==> src/rtl/ram_readout_ctrl.sv <==
// Readout sequencer for the ping-pong sample buffer's read side.
// It cuts the buffer's endless circular read stream into DEPTH-sample frames marked with sof/eof.
module ram_readout_ctrl #(
    parameter int unsigned WIDTH = 32,
    parameter int unsigned DEPTH = 256,
    parameter int unsigned CNT_W = $clog2(DEPTH) + 1
) (
    input  logic             clk_i,
    input  logic             rst_i,
    input  logic             enable_i,
    input  logic             buf_rdy_i,
    input  logic [WIDTH-1:0] buf_data_i,
    input  logic             buf_valid_i,
    output logic             buf_ready_o,
    output logic [WIDTH-1:0] m_data_o,
    output logic             m_valid_o,
    input  logic             m_ready_i,
    output logic             m_sof_o,
    output logic             m_eof_o,
    output logic             busy_o,
    output logic             frame_drop_o,
    output logic [15:0]      frame_count_o,
    output logic [7:0]       drop_count_o
);

    localparam logic [CNT_W-1:0] CNT_LAST = CNT_W'(DEPTH - 1);
    localparam logic [CNT_W-1:0] CNT_FULL = CNT_W'(DEPTH);

    typedef enum logic [1:0] {
        ST_IDLE,
        ST_WAIT_BUF,
        ST_STREAM,
        ST_DRAIN
    } state_e;

    state_e           state;
    logic [CNT_W-1:0] cnt;
    logic             pending;
    logic             in_hs;
    logic             out_hs;

    // Pull only while the frame is incomplete and the output stage can take a sample.
    assign buf_ready_o = (state == ST_STREAM) && (cnt < CNT_FULL) && (!m_valid_o || m_ready_i);
    assign in_hs       = buf_valid_i && buf_ready_o;
    assign out_hs      = m_valid_o && m_ready_i;
    assign busy_o      = (state != ST_IDLE);

    always_ff @(posedge clk_i or posedge rst_i) begin
        if (rst_i) begin
            state         <= ST_IDLE;
            cnt           <= '0;
            pending       <= 1'b0;
            m_data_o      <= '0;
            m_valid_o     <= 1'b0;
            m_sof_o       <= 1'b0;
            m_eof_o       <= 1'b0;
            frame_drop_o  <= 1'b0;
            frame_count_o <= '0;
            drop_count_o  <= '0;
        end else begin
            frame_drop_o <= 1'b0;
            case (state)
                ST_IDLE: begin
                    if (enable_i) begin
                        state <= ST_WAIT_BUF;
                    end
                end

                ST_WAIT_BUF: begin
                    if (!enable_i) begin
                        state <= ST_IDLE;
                    end else if (buf_rdy_i) begin
                        state <= ST_STREAM;
                        cnt   <= '0;
                    end
                end

                ST_STREAM: begin
                    if (buf_rdy_i) begin
                        // Bank swapped under us: restart the frame, drop any sample arriving now.
                        cnt          <= '0;
                        frame_drop_o <= 1'b1;
                        if (drop_count_o != 8'hFF) begin
                            drop_count_o <= drop_count_o + 8'd1;
                        end
                        if (out_hs) begin
                            m_valid_o <= 1'b0;
                        end
                    end else if (in_hs) begin
                        m_data_o  <= buf_data_i;
                        m_valid_o <= 1'b1;
                        m_sof_o   <= (cnt == '0);
                        m_eof_o   <= (cnt == CNT_LAST);
                        cnt       <= cnt + CNT_W'(1);
                        if (cnt == CNT_LAST) begin
                            state <= ST_DRAIN;
                        end
                    end else if (out_hs) begin
                        m_valid_o <= 1'b0;
                    end
                end

                ST_DRAIN: begin
                    if (out_hs) begin
                        m_valid_o <= 1'b0;
                        if (m_eof_o) begin
                            frame_count_o <= frame_count_o + 16'd1;
                        end
                    end
                    // Leave only once the eof sample has gone; a bank seen meanwhile restarts at once.
                    if (!m_valid_o) begin
                        pending <= 1'b0;
                        if (!enable_i) begin
                            state <= ST_IDLE;
                        end else if (pending || buf_rdy_i) begin
                            state <= ST_STREAM;
                            cnt   <= '0;
                        end else begin
                            state <= ST_WAIT_BUF;
                        end
                    end else if (buf_rdy_i) begin
                        pending <= 1'b1;
                    end
                end

                default: begin
                    state <= ST_IDLE;
                end
            endcase
        end
    end

endmodule

==> config.mk <==
export PLATFORM = sky130hd
export DESIGN_NAME = ram_readout_ctrl
export DESIGN_NICKNAME = d
export VERILOG_FILES = /design/src/rtl/ram_readout_ctrl.sv
export SDC_FILE = /design/constraint.sdc
export NUM_CORES = 1
export LEC_CHECK = 0
export ABC_AREA = 1
export BUFFER_PORTS_ARGS = -buffer_cell sky130_fd_sc_hd__buf_2
export CAP_MARGIN = 25
export CORE_MARGIN = 2
export CORE_UTILIZATION = 25
export DETAILED_ROUTE_END_ITERATION = 12
export GPL_ROUTABILITY_DRIVEN = 0
export PLACE_DENSITY = 0.51
export RECOVER_POWER = 100
export SYNTH_ARGS = -nofsm -noshare
export SYNTH_HDL_FRONTEND = slang
export SYNTH_SLANG_ARGS = --single-unit
==> constraint.sdc <==
create_clock -name clk_i -period 2.14 [get_ports clk_i]
set_clock_uncertainty 0.1 [all_clocks]
set_input_delay 0.214 -clock clk_i [delete_from_list [all_inputs] [get_ports clk_i]]
set_output_delay 0.214 -clock clk_i [all_outputs]
set_load 0.05 [all_outputs]
==> parameters.txt <==
Parameter                              Value

Outcome
  Result of the run ... finished, final reports clean

CTS
  Latest clock arrival within the worst-skew pair ... 0.33 ns
  Setup fix buffers added after clock tree synthesis ... 0
  Clock tree root driver cell ... clkbuf_16
  Clock buffer depth ... 2
  Clock tree from TritonCTS ... yes
  Clock slew seen by the registers of the worst setup and hold paths ... 0.05 ns
  TritonCTS buffer count ... 9
  H-tree level count ... 3
  Clock sink count ... 72

Logic synthesis
  Net count of the mapped netlist ... 483
  Post-synth cell types ... 24
  Count of warnings emitted by yosys ... 0
  Number of register bits inferred by synthesis ... 72
  Post-synthesis average cell area ... 7.91 um2
  Cell count after synthesis ... 440
  Sequential-to-total area share from yosys stat ... 0.518
  Combined area of all synthesized cells ... 3480 um2

STA
  Hold Vio Cnt, Final ... 0
  Period utilization ... 0.906
  F_max ... 516 MHz
  Setup TNS after final layout ... 0 ns
  Final Max Tran Viols ... 0
  Least-Margin Pin Slew ... 0.791 ns
  Setup repair after global routing missed its margin ... false
  Final critical delay including setup and external delays ... 1.94 ns
  # setup viols final ... 0
  Slew margin rel. ... 0.472

Final layout
  Layout Cell Area excl Fill ... 4640 um2
  Area growth from synthesis to final layout ... 33.4%
  Layout Utilization ... 0.338
  Antenna diodes ... 0
  Number of nets in the final layout ... 620
  Fraction of final layout cells sized beyond drive strength 1 ... 0.0931

Die
  Chip width ... 122 um
  I/O pin cnt ... 100
  Effective utilization at floorplan ... 0.254
  # rows ... 43
  Die area ... 14,900 um2
  Std-Cell Core Area ... 13,700 um2
  Floorplan die height ... 122 um

Global routing
  Wire length of the first global-routing pass ... 14,400 um
  Gr ovfl total ... 0
  Initial antenna violation count ... 0
  Pin count of the biggest net entering global routing ... 50
  Via count of the first global-routing pass ... 3,117
  GRT Total Usage ... 0.125

Pwr
  Internal power contribution ... 2.98 mW
  Power per cell area ... 1210 nW/um2
  Part of the power in the clock network ... 0.236
  Leakage power summed over all cells ... 2.37 nW
  Net switching power ... 2.66 mW
  Sequential cell fraction of total power ... 0.355
  Largest vdd supply drop ... 0.000635 V
  Combinational share of power ... 0.409
  Switching power as a share of total power ... 0.472

Hold path
  Hold crit path type ... in2reg

Setup path
  WS Path Type ... reg2reg
  Worst Setup Start Kind ... register
  CP peak stage delay ... 0.46 ns
  Worst path bufs/invs ... 2
  Register-to-register setup slack ... 0.20 ns
  Series of cell instances along the critical path ... inv_1 > nor2_1 > nand4_4 > nor2_1 > inv_2 > nand2_1 > nand2_1
  Critical path fanouts, max ... 35
  Endpoint type of the worst setup path ... register
  Cell with the largest stage delay on the worst path ... dfrtp_1
  Required time at the endpoint of the critical path ... 2.25 ns
  Worst path arrival time ... 2.05 ns
  Family of cells with the greatest summed delay on the critical path ... simple AND/OR/NAND/NOR gates

Run
  Reported max-cap violation count ... 0

Detailed routing
  Detailed-route via count ... 3,172
  DR WL/cell ... 11.5 um
  Post-route antenna net violation count ... 0
  Routed vias/inst ... 4.17
  First-iteration detailed-routing DRC count ... 154
  DR DRC count ... 0
  Detailed-routing iteration count for the pre-antenna-repair pass ... 4
  Routed WL ... 8780 um

Placed design
  Placement Cell Area ... 4180 um2
  Half-perimeter wire length of the detailed placement result ... 5970 um
  Number of buffer cells added on primary ports ... 99
[worst reg2reg max path, stage by stage, from the launching register on]
cell and delay [ns]:
dfrtp_1 0.46, inv_1 0.10, nor2_1 0.24, nand4_4 0.13, nor2_1 0.26, inv_2 0.33
nand2_1 0.14, nand2_1 0.07
[power by group through the flow]
| stage | registers (mW) | logic (mW) | clock network (mW) |
|---|---|---|---|
| after detailed placement | 2.02 | 2.40 | 0 |
| after global placement | 2.00 | 2.38 | 0 |
| after global routing | 2.05 | 2.48 | 1.44 |
| after floorplan | 3.18 | 0.639 | 0 |
| after CTS | 2.00 | 2.45 | 1.39 |
| final | 2.00 | 2.30 | 1.33 |
[synth_stat cells]
cell type,number,area share
xnor2_1,9,0.023
dfrtp_1,72,0.52
a21oi_1,2,0.0029
buf_4,4,0.0086
o21ai_0,7,0.010
nand3_2,2,0.0058
buf_2,1,0.0014
nor2_4,2,0.0065
nand4_4,1,0.0061
inv_2,2,0.0022
inv_1,35,0.038
ha_1,5,0.018
nand2_2,1,0.0018
clkbuf_1,1,0.0011
nor2_1,30,0.032
nand3_1,14,0.020
nand4_1,11,0.020
nor2_2,3,0.0054
nor4_1,1,0.0018
buf_6,3,0.0097
nand3b_1,2,0.0043
nor3_1,1,0.0014
xor2_1,9,0.023
nand2_1,222,0.24
[kinds of logic (layout without fill, tap and decap cells)]
| group | Yosys count | count (layout) | synth area share |
|---|---|---|---|
| buffers and inverters | 46 | 186 | 0.0608 |
| AOI/OAI and AO/OA | 9 | 9 | 0.0129 |
| DFF | 72 | 72 | 0.518 |
| adders and majority gates | 5 | 5 | 0.0180 |
| xor gates and xnor gates | 18 | 18 | 0.0453 |
| and+or+nand+nor | 290 | 290 | 0.345 |
[per-layer routing]
| metal | vias to the layer above | track usage | wire, um |
|---|---|---|---|
| met3 | 8 | 0.0365 | 386 |
| met2 | 53 | 0.219 | 4440 |
| met4 | 0 | 0.0503 | 130 |
| met5 | - | 0 | 0 |
| met1 | 1492 | 0.143 | 3820 |
| li1 | 1619 | - | - |
[stage by stage]
step,setup WS (ns),std cells,total power [mW],hold slack [ns]
2_1_floorplan,0.00108,440,3.82,0.231
3_3_place_gp,0.280,714,4.38,0.148
3_5_place_dp,0.225,714,4.42,0.146
4_1_cts,0.215,760,5.84,0.00547
5_1_grt,0.0263,760,5.97,0.0144
6_report,0.201,760,5.63,0.0125
[registers in the layout, indices dropped and copies added, names as in the netlist]
signal	flops
m_data_o	32
frame_count_o	16
cnt	9
drop_count_o	8
state	2
frame_drop_o	1
m_eof_o	1
m_sof_o	1
m_valid_o	1
pending	1
[what timing repair did]
action | 4_1_cts | 5_1_grt
gates resized for setup | 0 | 1
hold buffers | 32 | 0
setup endpoints to repair | 0 | 1
endpoints found under the hold margin | 50 | 0
[placed cells by master (no fill, tap or decap), types with 2 or more instances in the layout]
master / synthesis / layout
nand2_1: 222 / 223
xnor2_1: 9 / 9
xor2_1: 9 / 9
dlygate4sd3_1: 0 / 32
a21oi_1: 2 / 2
clkbuf_1: 1 / 66
nand4_1: 11 / 11
inv_1: 35 / 36
ha_1: 5 / 5
nand3_1: 14 / 16
nor2_1: 30 / 34
buf_2: 1 / 37
dfrtp_1: 72 / 72
o21ai_0: 7 / 7
nand3b_1: 2 / 2
clkbuf_16: 0 / 9
buf_12: 0 / 2
[area by class of cell]
cell class                      instances  area (um2)
Inverter                               37         139
Timing Repair Buffer                  135         787
Tap cell                              180         225
Multi-Input combinational cell        322        1430
Clock buffer                           13         250
Fill cell                            1473        9080
Clock inverter                          1        5.00
Sequential cell                        72        1800
[final timing paths]
kind,start,to,cells past startpoint
hold / removal,buf_data_i[30],m_data_o[30]$_DFFE_PP0P_,3
hold reg to reg,m_data_o[28]$_DFFE_PP0P_,m_data_o[28]$_DFFE_PP0P_,2
min in group asynchronous,rst_i,m_data_o[28]$_DFFE_PP0P_,3
setup / recovery,state[1]$_DFFE_PP0P_,m_data_o[26]$_DFFE_PP0P_,7
max in group asynchronous,rst_i,cnt[5]$_DFFE_PP0P_,5
setup reg to reg,state[1]$_DFFE_PP0P_,m_data_o[26]$_DFFE_PP0P_,7
Power figures use the tool's default switching activity.
